[config.mk]
export PLATFORM = sky130hd
export DESIGN_NAME = hvsync_decoder
export DESIGN_NICKNAME = d
export VERILOG_FILES = /design/src/rtl/hvsync_decoder.sv
export SDC_FILE = /design/constraint.sdc
export NUM_CORES = 1
export LEC_CHECK = 0
export ABC_CLOCK_PERIOD_IN_PS = 4500
export CAP_MARGIN = 20
export CORE_MARGIN = 1
export CORE_UTILIZATION = 50
export CTS_BUF_LIST = sky130_fd_sc_hd__clkbuf_4 sky130_fd_sc_hd__clkbuf_8
export DETAILED_ROUTE_END_ITERATION = 6
export DONT_BUFFER_PORTS = 1
export PLACE_DENSITY = 0.64
export SLEW_MARGIN = 30
export SYNTH_ARGS = -nofsm -noshare
export SYNTH_HDL_FRONTEND = slang
export SYNTH_SLANG_ARGS = --single-unit
[constraint.sdc]
create_clock -name PCLK -period 4.5 [get_ports PCLK]
set_clock_uncertainty 0.2 [all_clocks]
set_input_delay 0.675 -clock PCLK [delete_from_list [all_inputs] [get_ports PCLK]]
set_output_delay 0.675 -clock PCLK [all_outputs]
set_load 0.005 [all_outputs]
[src/rtl/hvsync_decoder.sv]
// Receive-side video timing decoder: recovers active-area pixel coordinates from a
// blank/sync stream, measures line/frame geometry and reports LOCK once stable.
module hvsync_decoder #(
  parameter int TIMEOUT     = 1024,
  parameter int LOCK_FRAMES = 2
) (
  input  logic       PCLK,
  input  logic       RESET,
  input  logic       HBLK,
  input  logic       VBLK,
  input  logic       HSYN,
  input  logic       VSYN,
  output logic       DE,
  output logic [8:0] HPOS,
  output logic [8:0] VPOS,
  output logic [8:0] HACT,
  output logic [9:0] HTOT,
  output logic [8:0] VACT,
  output logic [9:0] VTOT,
  output logic       LOCK
);

  localparam int WD_W = $clog2(TIMEOUT + 1);
  localparam int MC_W = $clog2(LOCK_FRAMES + 1);

  typedef enum logic [1:0] {SEARCH, TRACK, LOCKED} lock_state_e;

  function automatic logic [8:0] sat9(input logic [9:0] x);
    return (x > 10'd511) ? 9'd511 : x[8:0];
  endfunction

  function automatic logic [9:0] sat10(input logic [10:0] x);
    return (x > 11'd1023) ? 10'd1023 : x[9:0];
  endfunction

  // Bit order of the sampled input vectors: {VSYN, HSYN, VBLK, HBLK}
  logic [3:0]      s_q, s_d, p_q, p_d;
  logic [1:0]      samp_q, samp_d;
  logic            de_q, de_d;
  logic [8:0]      hpos_q, hpos_d, hact_q, hact_d;
  logic [9:0]      hcnt_q, hcnt_d, htot_q, htot_d;
  logic [8:0]      line_q, line_d, vact_q, vact_d;
  logic [9:0]      hsc_q, hsc_d, vtot_q, vtot_d;
  logic [WD_W-1:0] wd_q, wd_d;
  logic [MC_W-1:0] mcnt_q, mcnt_d;
  logic [37:0]     snap_q, snap_d;
  logic            lock_q, lock_d;
  lock_state_e     state_q, state_d;

  logic            edge_en, hblk_fall, hblk_rise, vblk_fall, vblk_rise;
  logic            hsyn_fall, vsyn_fall, timeout;
  logic [8:0]      line_base;
  logic [9:0]      hsc_inc;
  logic [37:0]     meas;

  // s/p start at 1, so the first sample after reset must not be compared against them
  assign edge_en   = (samp_q == 2'd2);
  assign hblk_fall = edge_en &  p_q[0] & ~s_q[0];
  assign hblk_rise = edge_en & ~p_q[0] &  s_q[0];
  assign vblk_fall = edge_en &  p_q[1] & ~s_q[1];
  assign vblk_rise = edge_en & ~p_q[1] &  s_q[1];
  assign hsyn_fall = edge_en &  p_q[2] & ~s_q[2];
  assign vsyn_fall = edge_en &  p_q[3] & ~s_q[3];

  always_comb begin
    s_d       = {VSYN, HSYN, VBLK, HBLK};
    p_d       = s_q;
    samp_d    = (samp_q == 2'd2) ? 2'd2 : samp_q + 2'd1;
    de_d      = ~(s_q[0] | s_q[1]);
    hpos_d    = hpos_q;
    hact_d    = hact_q;
    hcnt_d    = (hcnt_q == 10'd1023) ? hcnt_q : hcnt_q + 10'd1;
    htot_d    = htot_q;
    line_d    = line_q;
    line_base = line_q;
    vact_d    = vact_q;
    hsc_inc   = sat10({1'b0, hsc_q} + {10'd0, hsyn_fall});
    hsc_d     = hsc_inc;
    vtot_d    = vtot_q;
    wd_d      = wd_q;
    timeout   = 1'b0;
    mcnt_d    = mcnt_q;
    snap_d    = snap_q;
    lock_d    = lock_q;
    state_d   = state_q;
    meas      = '0;

    if (hblk_fall)      hpos_d = 9'd0;
    else if (!s_q[0])   hpos_d = hpos_q + 9'd1;
    if (hblk_rise)      hact_d = sat9({1'b0, hpos_q} + 10'd1);

    if (hsyn_fall) begin
      hcnt_d = 10'd0;
      htot_d = sat10({1'b0, hcnt_q} + 11'd1);
    end

    // Frame-start preset lands before the line increment so a coincident edge yields line 0
    if (vblk_fall)               line_base = 9'd511;
    if (hblk_fall && !s_q[1])    line_d = line_base + 9'd1;
    else                         line_d = line_base;
    if (vblk_rise)               vact_d = sat9({1'b0, line_q} + 10'd1);

    if (vsyn_fall) begin
      vtot_d = hsc_inc;
      hsc_d  = 10'd0;
    end

    if (hsyn_fall) begin
      wd_d = '0;
    end else if (wd_q != WD_W'(TIMEOUT)) begin
      wd_d    = wd_q + WD_W'(1);
      timeout = (wd_q == WD_W'(TIMEOUT - 1));
    end

    meas = {htot_d, vtot_d, hact_d, vact_d};
    if (timeout) begin
      lock_d  = 1'b0;
      state_d = SEARCH;
    end else if (vsyn_fall) begin
      case (state_q)
        SEARCH: begin
          snap_d  = meas;
          mcnt_d  = MC_W'(1);
          state_d = TRACK;
        end
        TRACK: begin
          if (meas == snap_q) begin
            mcnt_d = mcnt_q + MC_W'(1);
            if (int'(mcnt_q) + 1 >= LOCK_FRAMES) begin
              state_d = LOCKED;
              lock_d  = 1'b1;
            end
          end else begin
            snap_d = meas;
            mcnt_d = MC_W'(1);
          end
        end
        LOCKED: begin
          if (meas != snap_q) begin
            lock_d  = 1'b0;
            state_d = TRACK;
            snap_d  = meas;
            mcnt_d  = MC_W'(1);
          end
        end
        default: state_d = SEARCH;
      endcase
    end
  end

  always_ff @(posedge PCLK) begin
    if (RESET) begin
      s_q     <= 4'hF;
      p_q     <= 4'hF;
      samp_q  <= 2'd0;
      de_q    <= 1'b0;
      hpos_q  <= '0;
      hact_q  <= '0;
      hcnt_q  <= '0;
      htot_q  <= '0;
      line_q  <= '0;
      vact_q  <= '0;
      hsc_q   <= '0;
      vtot_q  <= '0;
      wd_q    <= '0;
      mcnt_q  <= '0;
      snap_q  <= '0;
      lock_q  <= 1'b0;
      state_q <= SEARCH;
    end else begin
      s_q     <= s_d;
      p_q     <= p_d;
      samp_q  <= samp_d;
      de_q    <= de_d;
      hpos_q  <= hpos_d;
      hact_q  <= hact_d;
      hcnt_q  <= hcnt_d;
      htot_q  <= htot_d;
      line_q  <= line_d;
      vact_q  <= vact_d;
      hsc_q   <= hsc_d;
      vtot_q  <= vtot_d;
      wd_q    <= wd_d;
      mcnt_q  <= mcnt_d;
      snap_q  <= snap_d;
      lock_q  <= lock_d;
      state_q <= state_d;
    end
  end

  assign DE   = de_q;
  assign HPOS = hpos_q;
  assign VPOS = line_q;
  assign HACT = hact_q;
  assign HTOT = htot_q;
  assign VACT = vact_q;
  assign VTOT = vtot_q;
  assign LOCK = lock_q;

endmodule

After elaboration in Yosys (flattened, before gate mapping)
Cells that the tools add are included.

storage, ports and cells
  output and inout port bits = 58
  input port bits = 6
  bits in registers = 141
  word-level logic and storage cells = 107

cells by class
  order comparisons = 5
  eq/ne operators = 12
  bitwise operators = 21
  add/subtract/negate cells = 11
  reductions and logical operators = 14
  multiplexer cells = 26

operator list
  kind                     number
  $pmux W38 S3             1
  $mux W38                 2
  $mux W9                  6
  $mux W10                 4
  $eq A38 B38 Y1           1
  $ne A38 B38 Y1           1
  $gt A11 B10 Y1 const B   2
  $add A9 B1 Y10 const B   2
  $gt A10 B9 Y1 const B    2
  $add A9 B1 Y9 const B    2
  $and A1 B1 Y1            12
  $pmux W2 S3              2
  $add A10 B1 Y11          1
  $add A10 B1 Y11 const B  1
  $add A11 B1 Y11 const B  1
  $eq A11 B10 Y1 const B   1
  $ne A11 B11 Y1 const B   1
  $add A10 B1 Y10 const B  1
  $eq A10 B10 Y1 const B   1
  $mux W2                  5
  $reduce_and A5 Y1        2
  $reduce_or A2 Y1         5
  $ne A2 B2 Y1 const B     4
  $not A1 Y1               8
  14 further kinds         21

Depth between registers and ports, before layout
Gate-level depths: netlist of run 1.

  depth in word-level cells = 10
  gate-level depth with buffers = 20
  mapped depth without buffers = 15

Worst setup path before layout of run 1
Ideal clock, no wire load.

  kind = reg-to-reg
  start point = reg samp_q[0]
  end point = reg snap_q[28]
  data arrival time = 3.916 ns
  setup time = 0.123 ns
  cell stages (with the launch flop) = 21
  period minus slack after synthesis = 4.239 ns
  buffers on the path = 5
  slack = 0.261 ns
  required time = 4.177 ns
  cells stage by stage = dfxtp_1 > inv_1 > ha_1 > buf_6 > nand3b_2 > inv_1 > buf_2 > buf_2 > ha_1 > ha_1 > and4_1 > buf_6 > nand3_1 > a31o_2 > xnor2_1 > nand4bb_1 > nor4b_4 > nand4_4 > nand2_4 > buf_6 > mux2_1

between the ends
  cells in the longest elaborated chain, start to end = 10
  elaborated cells on any way between the ends = 26
  classes of those cells = add/sub (1); order compare (1); eq/ne (5); mux (9); bitwise (9); reduce/logical (1)

ends and longest elaborated chain
  element                                           RTL line  text
  from (decl)                                       38        logic [1:0] samp_q, samp_d;
  from (signal assigned)                            173       samp_q <= samp_d;
  $eq A2 B2 Y1 *                                    57        assign edge_en = (samp_q == 2'd2);
  $and A1 B1 Y1 (2 in a row)                        62        assign hsyn_fall = edge_en & p_q[2] & ~s_q[2];
  $add A10 B1 Y11                                   77        hsc_inc = sat10({1'b0, hsc_q} + {10'd0, hsyn_fall});
  $gt A11 B10 Y1                                    33        return (x > 11'd1023) ? 10'd1023 : x[9:0];
  $mux W10                                          33
  $mux W10                                          103       if (vsyn_fall) begin
  $eq A38 B38 Y1 or $ne A38 B38 Y1 (tied branches)  127, 139
  $ne A2 B2 Y1 (no source line)                     --
  $reduce_and A5 Y1 (no source line)                --
  to (signal assigned)                              185       snap_q <= snap_d;
  to (decl)                                         46        logic [37:0] snap_q, snap_d;

Every way passes the cells marked *; elsewhere a longest branch is shown, timed or not. The select of a mux whose other input is x is not followed.
A chain may end at the register's enable or synchronous reset.

Worst setup path after layout of run 1
  start point = reg samp_q[0]
  end point = reg mcnt_q[0]

between the ends
  cells in the longest elaborated chain, start to end = 10
  elaborated cells on any way between the ends = 24
  classes of those cells = add/sub (1); order compare (1); eq/ne (4); mux (8); bitwise (9); reduce/logical (1)

ends and longest elaborated chain
  element                                           RTL line  text
  $eq A2 B2 Y1 *                                    57
  $and A1 B1 Y1 (2 in a row)                        62
  $add A10 B1 Y11                                   77
  $gt A11 B10 Y1                                    33
  $mux W10                                          33
  $mux W10                                          103
  $eq A38 B38 Y1 or $ne A38 B38 Y1 (tied branches)  127, 139
  $mux W2 or $ne A2 B2 Y1 (tied branches)           --
  $pmux W2 S3 or $reduce_and A4 Y1 (tied branches)  --
  to (signal assigned)                              184       mcnt_q <= mcnt_d;
  to (decl)                                         45        logic [MC_W-1:0] mcnt_q, mcnt_d;

Every way passes the cells marked *; elsewhere a longest branch is shown, timed or not.

==> results of run 1 <==
## through the flow
step | util (%) | setup WS (ns) | area (sq um)
finish | 53.8 | 0.198 | 8170
CTS | 53.7 | 0.210 | 8160
floorplan | - | 0.261 | 7760
global placement | 51.0 | 0.324 | 7750
detailed placement | 51.0 | 0.223 | 7750
global route | 53.8 | 0.0163 | 8170
## per-layer routing
metal	wire length, um	part of all wire (%)	track usage (%)
met5	0	0	0
met3	1310	6.2	6.87
met4	588	2.8	10.9
met2	9550	45	43.0
met1	9550	45	35.4
## worst paths after layout
check / endpoint / startpoint
worst min register to register: samp_q[0]$_SDFF_PP0_ / samp_q[0]$_SDFF_PP0_
worst min-delay path: samp_q[1]$_SDFF_PP0_ / RESET
worst max register to register: mcnt_q[0]$_SDFFE_PP0P_ / samp_q[0]$_SDFF_PP0_
worst max-delay path: mcnt_q[0]$_SDFFE_PP0P_ / samp_q[0]$_SDFF_PP0_
## synth_stat cells, types with 13 or more instances
cell	count	area [sq um]
nor2_1	91	342
and3_1	42	263
or2_2	15	93.8
and2_1	22	138
inv_1	21	78.8
xnor2_1	33	289
nor3_1	15	75.1
nand3_1	35	175
nand2_1	64	240
xor2_1	26	228
ha_1	13	163
dfxtp_1	141	2820
a31o_1	25	219
a21oi_1	47	235
o21ai_0	27	135
a31oi_1	21	131
clkbuf_1	29	109
## placed cells by master (no fill, tap or decap), types with 8 or more instances in the layout
cell type	instances
dfxtp_1	141
nor2_1	91
nand2_1	64
a21oi_1	47
and3_1	42
nand3_1	35
xnor2_1	33
o21ai_0	27
xor2_1	26
a31o_1	25
and2_1	22
inv_1	21
a31oi_1	21
clkbuf_8	20
or2_2	15
nor3_1	15
ha_1	13
nor2b_1	12
nand4_1	12
buf_4	12
a211oi_1	11
a31o_2	8
## state kept, by name (all words and copies together) (netlist names), 2 cells and up
register  cells
p_d           4
HTOT         10
HACT          9
HPOS          9
hcnt_q       10
hsc_q        10
VPOS          9
VACT          9
snap_q       38
mcnt_q        2
wd_q         11
p_q           4
state_q       2
samp_q        2
VTOT         10
## repair_timing
| action | CTS | global route |
|---|---|---|
| resized for setup | 0 | 3 |
| endpoints found under the setup margin | 0 | 33 |
| buffers inserted | 0 | 0 |
| hold buffers | 0 | 0 |
## kinds of logic after synthesis
| kind of cell | after synthesis | synth area share, % |
|---|---|---|
| compound gates | 212 | 19.4 |
| mux | 11 | 1.53 |
| buf+inv | 81 | 5.55 |
| fa+ha+maj | 13 | 2.10 |
| flops | 141 | 36.4 |
| xor+xnor | 59 | 6.66 |
| simple gates | 385 | 28.4 |
## worst max-delay path: stages (launching register included)
cell       delay, ns
dfxtp_1         0.32
inv_1           0.06
ha_1            0.18
nand3b_2        0.09
inv_1           0.09
ha_1            0.26
ha_1            0.28
and4_2          0.39
nand3_1         0.14
a31o_2          0.30
xnor2_1         0.20
a2111oi_0       0.53
nand4b_1        0.26
nor4_4          0.49
nand2_1         0.16
o211a_1         0.25
## power by group
part | leakage [nW] | switching, mW | internal [mW] | total, mW
clock | 0.212 | 0.473 | 0.602 | 1.07
combinational | 1.79 | 0.147 | 0.0863 | 0.233
sequential | 1.14 | 0.0371 | 1.27 | 1.31
## cell type report
class | instances | share of cell area (%)
Multi-Input combinational cell | 680 | 55.5
Sequential cell | 141 | 34.5
Clock buffer | 23 | 3.64
Tap cell | 188 | 2.88
Clock inverter | 7 | 1.38
Timing Repair Buffer | 12 | 1.10
Inverter | 21 | 0.964
==> flow_metrics.env, run 1 <==
export IMPL_cellPowerDensity_mw_per_mm2=320
export IMPL_gp_congestion=0.887
export IMPL_layoutNonFillerInstCount=1072
export IMPL_dpl_cell_count=1042
export IMPL_numCtsBuffers=17
export IMPL_totalWireLength_mm=21.0
export IMPL_ios=64
export IMPL_critPathRequiredTime_ns=4.64
export IMPL_nNetsFinal=892
export IMPL_synth_area_per_cell_sq_um=8.60
export IMPL_synth_area_sq_mm=0.00776
export IMPL_antennaDiodeCount=0
export IMPL_grt_pass1_wl_mm=34.0
export IMPL_routedWlPerCell_um=19.6
export IMPL_maxSlewHeadroom_pct=54.9
export IMPL_cp_max_fo=10
export IMPL_arrival_ns=4.45
export IMPL_status="completed"
export IMPL_setup_viol=0
export IMPL_syn_instance_count=902
export IMPL_hold_viol_final=0
export IMPL_synthArstFlopShare_pct=0
export IMPL_min_path_cells=1
export IMPL_finalMaxSlewViolations=0
export IMPL_via_per_inst=6.28
export IMPL_synth_nets=921
export IMPL_fin_tns_setup_ns=0
export IMPL_power_leakage_nw=3.14
export IMPL_ff_latch_area_sq_mm=0.00282
export IMPL_coreArea_sq_mm=0.0152
export IMPL_drive_above_1_share_pct=12.2
export IMPL_port_buffers=0
export IMPL_first_global_vias=6381
export IMPL_min_path_type="input port to flop"
export IMPL_rsz0062_at_grt="false"
export IMPL_r2r_cells=15
export IMPL_start_util_pct=51.0
export IMPL_dp_hpwl_mm=15.2
export IMPL_ys_flop_type="dfxtp_1"
export IMPL_yosysSeqAreaShare_pct=36.4
export IMPL_grtUsageTotal_pct=27.2
export IMPL_drtIter0Drc=505
export IMPL_detail_route_antenna_nets=0
export IMPL_tightestPinTransition_ns=0.676
export IMPL_num_vias=6736
export IMPL_htreeDepth=4
export IMPL_dr_pass1_iters=5
export IMPL_start_kind="flop"
export IMPL_ys_ff_latch=141
export IMPL_antenna_found_initial=0
export IMPL_num_fill_cells=1448
export IMPL_grt_overflow=0
export IMPL_die_height_um=127
export IMPL_multi_input_area_sq_mm=0.00454
export IMPL_clkTransAtPathRegs_ns=0.07
export IMPL_crit_path_end_kind="flop"
export IMPL_maxClockFrequency_mhz=232
export IMPL_drc_errors=0
export IMPL_clockBufferDepth=2
export IMPL_synth_edf_count=0
export IMPL_yosysWarningCount=0
export IMPL_row_count=45
export IMPL_reg2reg_slack_ns=0.20
export IMPL_cts_tree="done"
export IMPL_cts_root_buf="clkbuf_8"
export IMPL_cap_viol_max_count=0
export IMPL_dieArea_sq_mm=0.0160
export IMPL_fin_hold_ws_ns=0.0868
export IMPL_grt_max_degree=54
export IMPL_worstSkewPairLatency_ns=0.45
export IMPL_min_period_ns=4.30
export IMPL_post_route_period_util_pct=95.6
export IMPL_power_total_mw=2.62
export IMPL_die_x_um=127
export IMPL_vdd_drop_max_mv=0.192
export IMPL_synthDistinctLibCells=87
export IMPL_clkSinkCount=141
export IMPL_area_delta_synth_final_pct=5.34
export IMPL_critPathKind="flop to flop"
Power figures use the tool's default switching activity.
==> inputs of run 2 (changes only) <==
- CORE_UTILIZATION: 50 -> 58
- PLACE_DENSITY: 0.64 -> 0.72
- RECOVER_POWER: not set -> 100
==> run 2 against run 1 <==
Compared with the run above: power rose by 2.7%; sequential share of layout area rose by 0.079 points; global-route usage rose by 2.6 points; sequential cell count did not move; combinational power barely moved; largest cell class unchanged.
==> flow_metrics.env, run 2 (same netlist as run 1, synthesis figures left out) <==
export IMPL_maxSlewHeadroom_pct=46.6
export IMPL_min_path_type="input port to flop"
export IMPL_num_fill_cells=1108
export IMPL_numCtsBuffers=17
export IMPL_clkSinkCount=141
export IMPL_detail_route_antenna_nets=0
export IMPL_largest_register_ffs=38
export IMPL_first_global_vias=6236
export IMPL_place_ws_ns=0.317
export IMPL_final_common_cell="dfxtp_1"
export IMPL_min_period_ns=4.19
export IMPL_row_count=41
export IMPL_drtIter0Drc=646
export IMPL_htreeDepth=4
export IMPL_worstSkewPairLatency_ns=0.47
export IMPL_maxClockFrequency_mhz=239
export IMPL_critPathRequiredTime_ns=4.66
export IMPL_dp_hpwl_mm=14.7
export IMPL_cts_setup_buffers=0
export IMPL_power_total_mw=2.69
export IMPL_cap_viol_max_count=0
export IMPL_fin_hold_ws_ns=0.0808
export IMPL_power_leakage_nw=3.13
export IMPL_antenna_found_initial=0
export IMPL_cellPowerDensity_mw_per_mm2=329
export IMPL_via_per_inst=6.38
export IMPL_top_regs="snap_q x38, wd_q x11"
export IMPL_slowest_delay_ns=0.38
export IMPL_drc_errors=0
export IMPL_finalMaxSlewViolations=0
export IMPL_layout_common_cells="dfxtp_1, nor2_1, nand2_1, a21oi_1, and3_1"
export IMPL_hold_viol_final=0
export IMPL_totalWireLength_mm=20.6
export IMPL_die_x_um=118
export IMPL_top_register="snap_q"
export IMPL_worstPathCellList="inv_1 -> ha_1 -> nand3b_2 -> inv_1 -> ha_1 -> ha_1 -> and4_2 -> a21o_1 -> a311oi_1 -> buf_4 -> o22ai_1 -> nor4b_2 -> nor4b_4 -> nand4_4 -> nand2_4 -> mux2_2"
export IMPL_setup_viol=0
export IMPL_fin_tns_setup_ns=0
export IMPL_cts_tree="done"
export IMPL_rsz0062_at_grt="false"
export IMPL_post_route_worst_setup_slack_ns=0.311
export IMPL_drive_above_1_share_pct=11.4
export IMPL_routedWlPerCell_um=19.3
export IMPL_crit_buf_inv=3
export IMPL_area_delta_synth_final_pct=5.10
export IMPL_gp_congestion=0.900
export IMPL_critPathKind="flop to flop"
export IMPL_num_vias=6786
export IMPL_vdd_drop_max_mv=0.223
export IMPL_clockBufferDepth=2
export IMPL_cp_max_fo=23
export IMPL_dieArea_sq_mm=0.0138
export IMPL_port_buffers=0
export IMPL_ios=64
export IMPL_crit_path_end_kind="flop"
export IMPL_arrival_ns=4.35
export IMPL_nNetsFinal=897
export IMPL_start_kind="flop"
export IMPL_critical_path_top_delay_family="simple AND/OR/NAND/NOR gates"
export IMPL_clkTransAtPathRegs_ns=0.08
export IMPL_cts_root_buf="clkbuf_8"
export IMPL_coreArea_sq_mm=0.0128
export IMPL_grtUsageTotal_pct=29.7
export IMPL_tightestPinTransition_ns=0.801
export IMPL_grt_max_degree=54
export IMPL_crit_path_frequent_cell="ha_1"
export IMPL_slowest_stage="mux2_2"
export IMPL_die_height_um=118
export IMPL_status="completed"
export IMPL_start_util_pct=60.5
export IMPL_grt_pass1_wl_mm=32.7
export IMPL_post_route_period_util_pct=93.1
export IMPL_grt_overflow=0
export IMPL_antennaDiodeCount=0
export IMPL_dr_pass1_iters=5
[run 2: worst paths after layout]
path	end	slack [ns]	start	depth (start not counted)
max	snap_q[10]$_SDFFE_PP0P_	0.31	samp_q[0]$_SDFF_PP0_	16
min	samp_q[1]$_SDFF_PP0_	0.08	RESET	1
max reg2reg	snap_q[10]$_SDFFE_PP0P_	0.31	samp_q[0]$_SDFF_PP0_	16
min reg2reg	samp_q[0]$_SDFF_PP0_	0.23	samp_q[0]$_SDFF_PP0_	1
[run 2: layout make-up]
| class | instances | area (sq um) | share of cell area [%] |
|---|---|---|---|
| sequential | 141 | 2820 | 34.6 |
| clock buffer | 21 | 283 | 3.47 |
| tap | 172 | 215 | 2.64 |
| clock inverter | 11 | 164 | 2.01 |
| inverter | 21 | 78.8 | 0.967 |
| timing repair buffer | 17 | 116 | 1.43 |
| multi-input combinational | 680 | 4480 | 54.9 |
[run 2: what timing repair did]
action                     in CTS  in global routing
resized for setup               0                  1
hold buffers                    0                  0
setup endpoints to repair       0                 12
[run 2: metal layers]
layer	wire, um	up-vias	track usage (%)
met2	9470	248	46.9
li1	-	3240	-
met3	1390	42	7.99
met5	0	-	0
met1	9150	3256	38.2
met4	551	0	12.3
[run 2: metrics by stage]
step / cells / util (%) / instance area [sq um]
floorplan: 902 / - / 7760
global placement: 1031 / 60.6 / 7770
detailed placement: 1031 / 60.6 / 7770
CTS: 1063 / 64.1 / 8220
global route: 1063 / 63.6 / 8160
finish: 1063 / 63.6 / 8160
[run 2: where the power goes]
group          switching [mW]  internal [mW]  leakage, nW  total (mW)
sequential             0.0360           1.27         1.14        1.31
clock                   0.497          0.651        0.225        1.15
combinational           0.145         0.0858         1.77       0.231
total                   0.678           2.01         3.13        2.69
